[config.mk]
export PLATFORM = sky130hd
export DESIGN_NAME = ps2_key_rx
export DESIGN_NICKNAME = d
export VERILOG_FILES = /design/src/rtl/ps2_key_rx.sv
export SDC_FILE = /design/constraint.sdc
export NUM_CORES = 1
export LEC_CHECK = 0
export ABC_AREA = 1
export CAP_MARGIN = 0
export CORE_ASPECT_RATIO = 1.1
export CORE_MARGIN = 8
export CORE_UTILIZATION = 59
export CTS_CLUSTER_SIZE = 12
export DETAILED_ROUTE_END_ITERATION = 7
export GPL_ROUTABILITY_DRIVEN = 0
export PLACE_DENSITY = 0.8
export SLEW_MARGIN = 5
export SYNTH_ARGS = -nofsm -noshare
export SYNTH_HDL_FRONTEND = slang
export SYNTH_SLANG_ARGS = --single-unit
[constraint.sdc]
create_clock -name clk -period 2.4 [get_ports clk]
set_input_delay 0.36 -clock clk [delete_from_list [all_inputs] [get_ports clk]]
set_output_delay 0.36 -clock clk [all_outputs]
set_load 0.02 [all_outputs]
[src/rtl/ps2_key_rx.sv]
// PS/2 keyboard receiver: synchronises and filters the raw PS/2 lines, deserialises
// 11-bit frames and folds the E0/F0 prefixes into flags on a single-cycle key strobe.
module ps2_key_rx #(
  parameter int C_filter  = 8,
  parameter int C_timeout = 50000
) (
  input  logic       clk,
  input  logic       reset,
  input  logic       ps2clk,
  input  logic       ps2data,
  output logic [7:0] key_code,
  output logic       key_valid,
  output logic       key_released,
  output logic       key_extended,
  output logic       err_parity,
  output logic       err_frame,
  output logic       busy
);
  localparam int WW = $clog2(C_timeout + 1);

  typedef enum logic [1:0] {S_IDLE, S_DATA, S_PARITY, S_STOP} state_t;

  logic          clk_s1_q, clk_s1_d, clk_s2_q, clk_s2_d;
  logic          data_s1_q, data_s1_d, data_s2_q, data_s2_d;
  logic          fclk_q, fclk_d, fall_q, fall_d;
  logic [7:0]    fcnt_q, fcnt_d;
  state_t        state_q, state_d;
  logic [2:0]    bitcnt_q, bitcnt_d;
  logic [7:0]    shreg_q, shreg_d;
  logic          par_q, par_d;
  logic          rel_q, rel_d, ext_q, ext_d;
  logic [WW-1:0] wdog_q, wdog_d;
  logic [7:0]    code_q, code_d;
  logic          krel_q, krel_d, kext_q, kext_d;
  logic          valid_q, valid_d, errp_q, errp_d, errf_q, errf_d;
  logic          busy_q, busy_d;
  logic          timeout;

  // Synchronisers and the ps2clk glitch filter; the fall event is registered so
  // that it lines up with the synchronised data bit it qualifies.
  always_comb begin
    clk_s1_d  = ps2clk;
    clk_s2_d  = clk_s1_q;
    data_s1_d = ps2data;
    data_s2_d = data_s1_q;
    fclk_d    = fclk_q;
    fcnt_d    = '0;
    fall_d    = 1'b0;
    if (clk_s2_q != fclk_q) begin
      if (fcnt_q == 8'(C_filter - 1)) begin
        fclk_d = ~fclk_q;
        fall_d = fclk_q;
      end else begin
        fcnt_d = fcnt_q + 8'd1;
      end
    end
  end

  // Frame FSM; a watchdog expiry takes priority over a coincident fall event.
  always_comb begin
    state_d  = state_q;
    bitcnt_d = bitcnt_q;
    shreg_d  = shreg_q;
    par_d    = par_q;
    rel_d    = rel_q;
    ext_d    = ext_q;
    code_d   = code_q;
    krel_d   = krel_q;
    kext_d   = kext_q;
    valid_d  = 1'b0;
    errp_d   = 1'b0;
    errf_d   = 1'b0;
    wdog_d   = (state_q == S_IDLE || fall_q) ? '0 : wdog_q + WW'(1);
    timeout  = (state_q != S_IDLE) && (wdog_q == WW'(C_timeout));
    if (timeout) begin
      state_d = S_IDLE;
      errf_d  = 1'b1;
      rel_d   = 1'b0;
      ext_d   = 1'b0;
      wdog_d  = '0;
    end else if (fall_q) begin
      unique case (state_q)
        S_IDLE: begin
          if (!data_s2_q) begin
            state_d  = S_DATA;
            bitcnt_d = '0;
          end
        end
        S_DATA: begin
          shreg_d  = {data_s2_q, shreg_q[7:1]};
          bitcnt_d = bitcnt_q + 3'd1;
          if (bitcnt_q == 3'd7) state_d = S_PARITY;
        end
        S_PARITY: begin
          par_d   = data_s2_q;
          state_d = S_STOP;
        end
        S_STOP: begin
          state_d = S_IDLE;
          if (!data_s2_q || !(^{shreg_q, par_q})) begin
            errf_d = !data_s2_q;
            errp_d = data_s2_q;
            rel_d  = 1'b0;
            ext_d  = 1'b0;
          end else if (shreg_q == 8'hF0) begin
            rel_d = 1'b1;
          end else if (shreg_q == 8'hE0) begin
            ext_d = 1'b1;
          end else begin
            valid_d = 1'b1;
            code_d  = shreg_q;
            krel_d  = rel_q;
            kext_d  = ext_q;
            rel_d   = 1'b0;
            ext_d   = 1'b0;
          end
        end
        default: state_d = S_IDLE;
      endcase
    end
    busy_d = (state_d != S_IDLE);
  end

  always_ff @(posedge clk) begin
    if (reset) begin
      clk_s1_q  <= 1'b1;
      clk_s2_q  <= 1'b1;
      data_s1_q <= 1'b1;
      data_s2_q <= 1'b1;
      fclk_q    <= 1'b1;
      fcnt_q    <= '0;
      fall_q    <= 1'b0;
      state_q   <= S_IDLE;
      bitcnt_q  <= '0;
      shreg_q   <= '0;
      par_q     <= 1'b0;
      rel_q     <= 1'b0;
      ext_q     <= 1'b0;
      wdog_q    <= '0;
      code_q    <= '0;
      krel_q    <= 1'b0;
      kext_q    <= 1'b0;
      valid_q   <= 1'b0;
      errp_q    <= 1'b0;
      errf_q    <= 1'b0;
      busy_q    <= 1'b0;
    end else begin
      clk_s1_q  <= clk_s1_d;
      clk_s2_q  <= clk_s2_d;
      data_s1_q <= data_s1_d;
      data_s2_q <= data_s2_d;
      fclk_q    <= fclk_d;
      fcnt_q    <= fcnt_d;
      fall_q    <= fall_d;
      state_q   <= state_d;
      bitcnt_q  <= bitcnt_d;
      shreg_q   <= shreg_d;
      par_q     <= par_d;
      rel_q     <= rel_d;
      ext_q     <= ext_d;
      wdog_q    <= wdog_d;
      code_q    <= code_d;
      krel_q    <= krel_d;
      kext_q    <= kext_d;
      valid_q   <= valid_d;
      errp_q    <= errp_d;
      errf_q    <= errf_d;
      busy_q    <= busy_d;
    end
  end

  assign key_code     = code_q;
  assign key_valid    = valid_q;
  assign key_released = krel_q;
  assign key_extended = kext_q;
  assign err_parity   = errp_q;
  assign err_frame    = errf_q;
  assign busy         = busy_q;
endmodule
==> results of run 1 <==
==> final timing paths <==
check          endpoint  slack (ns)  depth (start not counted)
min reg2reg    clk_s2_q        0.41                          1
max          wdog_q[10]        0.57                         10
max reg2reg  wdog_q[10]        0.57                         10
min            clk_s2_q        0.41                          1
==> metrics by stage <==
stage	worst slack (ns)	std cells
floorplan	0.904	371
global placement	0.690	436
detailed placement	0.593	436
CTS	0.578	452
global route	0.370	452
finish	0.573	452
==> worst register-to-register path, delay by kind of cell, from the launching register on <==
| family | cells | cell delay (ns) |
|---|---|---|
| compound gates | 2 | 0.39 |
| fa+ha+maj | 1 | 0.21 |
| buf+inv | 2 | 0.15 |
| flops | 1 | 0.36 |
| simple gates | 5 | 0.65 |
==> per-layer routing <==
| layer | up-vias | GRT usage [%] | share of wire, % | wire (microns) |
|---|---|---|---|---|
| li1 | 1199 | - | - | - |
| met1 | 989 | 18.3 | 45 | 2350 |
| met2 | 43 | 26.0 | 48 | 2460 |
| met3 | 8 | 6.37 | 5.7 | 294 |
| met4 | 0 | 7.32 | 1.4 | 71 |
| met5 | - | 0 | 0 | 0 |
==> final cells by class <==
| cell class | count | area, sq um |
|---|---|---|
| flip-flops and latches | 60 | 1200 |
| repair buffers | 19 | 185 |
| multi-input cells | 245 | 1290 |
| inverters | 56 | 210 |
| well taps | 56 | 70.1 |
| clock inverters | 1 | 30.0 |
| clock buffers | 15 | 166 |
| fillers | 402 | 1430 |
==> sequential cells by signal, indices dropped and copies added, names as in the netlist, 2 cells and up <==
signal and flops:
fcnt_q 8, key_code 8, state_q 2, bitcnt_q 3
wdog_q 16, shreg_q 8
==> cell families (layout without fill, tap and decap cells) <==
logic type                 count (synthesis)  after routing  share of synthesized area (%)
DFF                                       60             60                           43.4
buffers and inverters                     66             91                           9.77
adders and majority gates                  5              5                           2.26
xor gates and xnor gates                  13             13                           4.12
and+or+nand+nor                          185            185                           32.2
AOI/OAI and AO/OA                         42             42                           8.28
==> power breakdown <==
part,switching [W],internal [W],leakage [nW]
registers,0.00000257,0.000999,0.484
logic,0.0000154,0.0000115,0.779
clock network,0.000372,0.000538,0.0979
total,0.000390,0.00155,1.36
==> layout by cell type (no fill, tap or decap), types with 2 or more instances in the layout <==
cell type and instances:
clkbuf_1 4, nor4_1 2, nor2_1 62, clkdlybuf4s50_1 17
a21oi_1 21, nand3_2 6, inv_1 48, nand2_2 3
buf_4 2, nor3_1 10, xor2_1 10, nor3_2 2
clkbuf_8 11, dfxtp_1 60, or2_2 4, inv_2 7
nand3_1 16, o21ai_0 13, nand2_1 63, o21bai_1 3
nor2_2 4, xnor2_1 3, ha_1 5, nand4_1 3
a31oi_1 2
==> flow_summary.toml, run 1 <==
[status]
outcome = "finished, final reports clean"

[route]
drt-total-wl_microns = 5180
drc = 0
avgViaCountPerCell = 4.95
dr.pass1.iters = 4
drt-initial-drc-count = 184
wl_per_cell_microns = 11.5
drtAntennaViolNets = 0
vias = 2239

[yosys]
yosys.area.top_type_share_pct = 43.4
yosysWarnings = 0
synth_area_leaders = "dfxtp_1, nand2_1, nor2_1"
yosysMostFrequentCell = "nand2_1"
synth_edf_count = 0
netlist_instances = 371
synth_nets = 380
ys_seq_elements = 60
ys_top_cells_by_count = "nand2_1, nor2_1, dfxtp_1"
netlist_area_sq_um = 2770
yosysTopAreaCell = "dfxtp_1"
async_flop_share_pct = 0
yosysSeqAreaShare_pct = 43.4
synth_cell_type_count = 38
synth-main-ff-cell = "dfxtp_1"
avgSynthCellArea_sq_um = 7.46

[clock_network]
clk_latency_ns = 0.34
clock_sinks = 60
post_cts_buffers = 0
cts_buffers = 9
cts_buffer_depth = 2
clk_pin_slew_ns = 0.06
clk_root_buffer_cell = "clkbuf_8"
htree_num_levels = 3
cts-hold-fix-buffers = 0
post_cts_resized = 0
cts_tree = "built"

[sta]
fin_crit_ns = 1.83
relSlewSlack_pct = 76.1
max_clock_freq_ghz = 0.547
maxSlewViolCount = 0
setup_tns_ns = 0
period_share_pct = 76.1
hold_viol_final = 0
skew_ns = 0.00873
worst_pin_slew_ns = 0.357
rsz0062_at_grt = "no"
setup_violations = 0
holdWs_ns = 0.408

[cells_and_area]
area_growth_pct = 14.2
final_area_sq_um = 3160
drive_above_1_share_pct = 11.9
antenna_cells = 0
nets = 400
fin_util_pct = 68.8

[worst_hold_path]
hold_class = "flip-flop to flip-flop"
hp-start = "clk_s1_q"

[critical_path]
path_buf_inv = 2
crit_path_top_delay_cell = "dfxtp_1"
critPathRequiredTime_ns = 2.67
critPathMaxFanout = 15
crit_path_start = "wdog_q[0]"
critPathArrivalTime_ns = 2.10
endpoint_kind = "flip-flop"
reg2reg_from = "wdog_q[0]"
critPathTopFamily = "simple AND/OR/NAND/NOR gates"
cp_cell_sequence = "inv_1 -> ha_1 -> nand3_1 -> nor2_1 -> nand3_4 -> nand2_2 -> inv_2 -> nand3_2 -> o21bai_1 -> a21oi_1"
crit_type = "flip-flop to flip-flop"
cp-start-kind = "flip-flop"
max_stage_delay_ns = 0.36

[power_and_ir_drop]
p_leak_nw = 1.36
total_power_w = 0.00194
ir_drop_uv = 483
powerDensity_nw_per_um2 = 614

[floorplanning]
core_sq_um = 4590
rows = 26
die_width_microns = 81.3
initial_core_util_pct = 60.3
die-area_sq_um = 7140
ios = 18
die_h_microns = 87.8

[placement]
dp_hpwl_microns = 3590
numPortBuffers = 17
post_dp_cell_area_sq_um = 2960

[global_route]
grt_overflow = 0
grt_pass1_vias = 2109
grt_max_degree = 22
antenna_found_initial = 0
grt_first_pass_wirelength_microns = 8920
track_usage_pct = 16.2

[job]
max-cap-violations = 0
No activity file was read; power rests on OpenSTA's default activity.
==> run 2, diff against run 1 <==
CORE_UTILIZATION = 53   (was 59)
PLACE_DENSITY = 0.75   (was 0.8)
clock period = 1.5 ns   (was 2.4 ns; I/O delays follow)
==> flow_summary.toml, run 2 (synthesis gave the netlist of run 1 again) <==
[critical_path]
endpoint_kind = "flip-flop"
max_stage_delay_ns = 0.33
rrSetupSlack_ns = -0.18
critPathMaxFanout = 5
crit_type = "flip-flop to flip-flop"
reg2reg_from = "wdog_q[10]"
reg2regPathDepth = 9
reg2reg_to = "shreg_q[1]"
crit_path_top_delay_cell = "dfxtp_2"
cp-start-kind = "flip-flop"
critPathArrivalTime_ns = 1.94
critPathRequiredTime_ns = 1.76
cp_cell_sequence = "inv_2 -> nand4_1 -> buf_4 -> nor3_4 -> nand2_2 -> nand2_4 -> buf_6 -> o21ai_0 -> a21oi_1"

[route]
top_layer = "met4"
wl_met1_microns = 2780
drtAntennaViolNets = 0
drc = 0
wl_met3_microns = 305
dr.pass1.iters = 4
drt-initial-drc-count = 89
dr_wl_met2_microns = 3940
drt-total-wl_microns = 7290
vias = 2698
wl_per_cell_microns = 14.2
avgViaCountPerCell = 5.25

[global_route]
antenna_found_initial = 0
grt_pass1_vias = 2556
grt_first_pass_wirelength_microns = 10600
grt_overflow = 0
track_usage_pct = 17.0
grt_max_degree = 22

[floorplanning]
die-area_sq_um = 7790
initial_core_util_pct = 55.0
die_h_microns = 91.8
die_width_microns = 84.9
rows = 27
ios = 18
core_sq_um = 5030

[sta]
period_share_pct = 112
relSlewSlack_pct = 80.2
worst_pin_slew_ns = 0.294
rsz0062_at_grt = "yes"
holdWs_ns = 0.411
setup_tns_ns = -3.07
skew_ns = 0.00648
max_clock_freq_ghz = 0.596
fin_crit_ns = 1.68
setup_violations = 42
hold_viol_final = 0
maxSlewViolCount = 0
setup_ws_ns = -0.179

[status]
violations = "setup timing"
outcome = "complete, but fails checks"

[cells_and_area]
area_growth_pct = 45.8
layout_common_cells = "nand2_1, buf_4, dfxtp_1"
nets = 460
largest-register = "wdog_q"
largest_reg_flops = 16
antenna_cells = 0
drive_above_1_share_pct = 39.9

[clock_network]
clk_root_buffer_cell = "clkbuf_8"
htree_num_levels = 3
cts_buffer_depth = 2
clk_pin_slew_ns = 0.06
cts_tree = "built"
clock_sinks = 60
clk_latency_ns = 0.34
cts-hold-fix-buffers = 0
cts_buffers = 9

[placement]
pre_cts_slack_ns = -0.0775
numPortBuffers = 17
dp_hpwl_microns = 4180

[power_and_ir_drop]
ir_drop_uv = 798
powerDensity_nw_per_um2 = 806
p_leak_nw = 1.90

[job]
max-cap-violations = 0

[worst_hold_path]
worstHoldPathCells = 1
hp-start = "data_s1_q"
hold_class = "flip-flop to flip-flop"
hold_path_end = "data_s2_q"
==> run 2: cell count changes in the layout (fill, tap and decap cells not counted), moves of 9 or more <==
cell / change
buf_4: +44
nor2_1: -19
nand2_1: -17
dfxtp_1: -15
clkdlybuf4s50_1: -14
nor2_2: +14
buf_6: +13
dfxtp_2: +10
dlygate4sd2_1: +10
nand2_2: +10
inv_1: -9
==> run 2: repair_timing <==
item,CTS,global route
resized for setup,58,72
pin swaps,14,26
setup buffers,3,6
cloned,2,1
setup endpoints to repair,34,51
==> run 2: worst max-delay path, delay by kind of cell, from the launching register on <==
| kind | cells | cell delay (ns) |
|---|---|---|
| AOI/OAI and AO/OA | 2 | 0.23 |
| DFF | 1 | 0.33 |
| and+or+nand+nor | 4 | 0.62 |
| buffers and inverters | 3 | 0.41 |
==> run 2: cell type report <==
type,instances,area [sq um]
inverter,56,213
fill,308,1000
clock inverter,5,75.1
timing repair buffer,79,729
multi-input combinational,245,1570
clock buffer,11,141
sequential,60,1230
tap,58,72.6
==> run 2: worst max-delay path by stage <==
| stage | from | to | slack (ns) | cells after the start |
|---|---|---|---|---|
| after floorplan | wdog_q[0] | key_code[6] | 0.004 | 11 |
| after global placement | reset | fcnt_q[5] | -0.04 | 7 |
| after detailed placement | reset | fcnt_q[4] | -0.08 | 5 |
| after CTS | shreg_q[2] | key_code[3] | -0.08 | 13 |
| after global routing | shreg_q[3] | key_code[2] | -0.23 | 10 |
| final | wdog_q[10] | shreg_q[1] | -0.18 | 9 |
==> run 2: power breakdown <==
group	switching, W	leakage [nW]	total [W]	internal, W
registers	0.00000492	0.493	0.00159	0.00159
clock network	0.000630	0.113	0.00160	0.000972
logic	0.0000297	1.29	0.0000548	0.0000251
==> run 2: stage by stage <==
stage	power (W)	cells	util [%]	cell area [sq um]
after floorplan	0.00166	371	-	2770
after global placement	0.00169	486	66.3	3340
after detailed placement	0.00169	486	66.3	3340
after CTS	0.00326	507	74.4	3740
after global routing	0.00336	514	80.1	4030
final	0.00325	514	80.1	4030
==> run 2: layer usage <==
layer,track usage (%),vias up
met5,0,-
met2,31.4,58
met3,6.42,26
met1,16.3,1285
met4,8.02,0
li1,-,1329
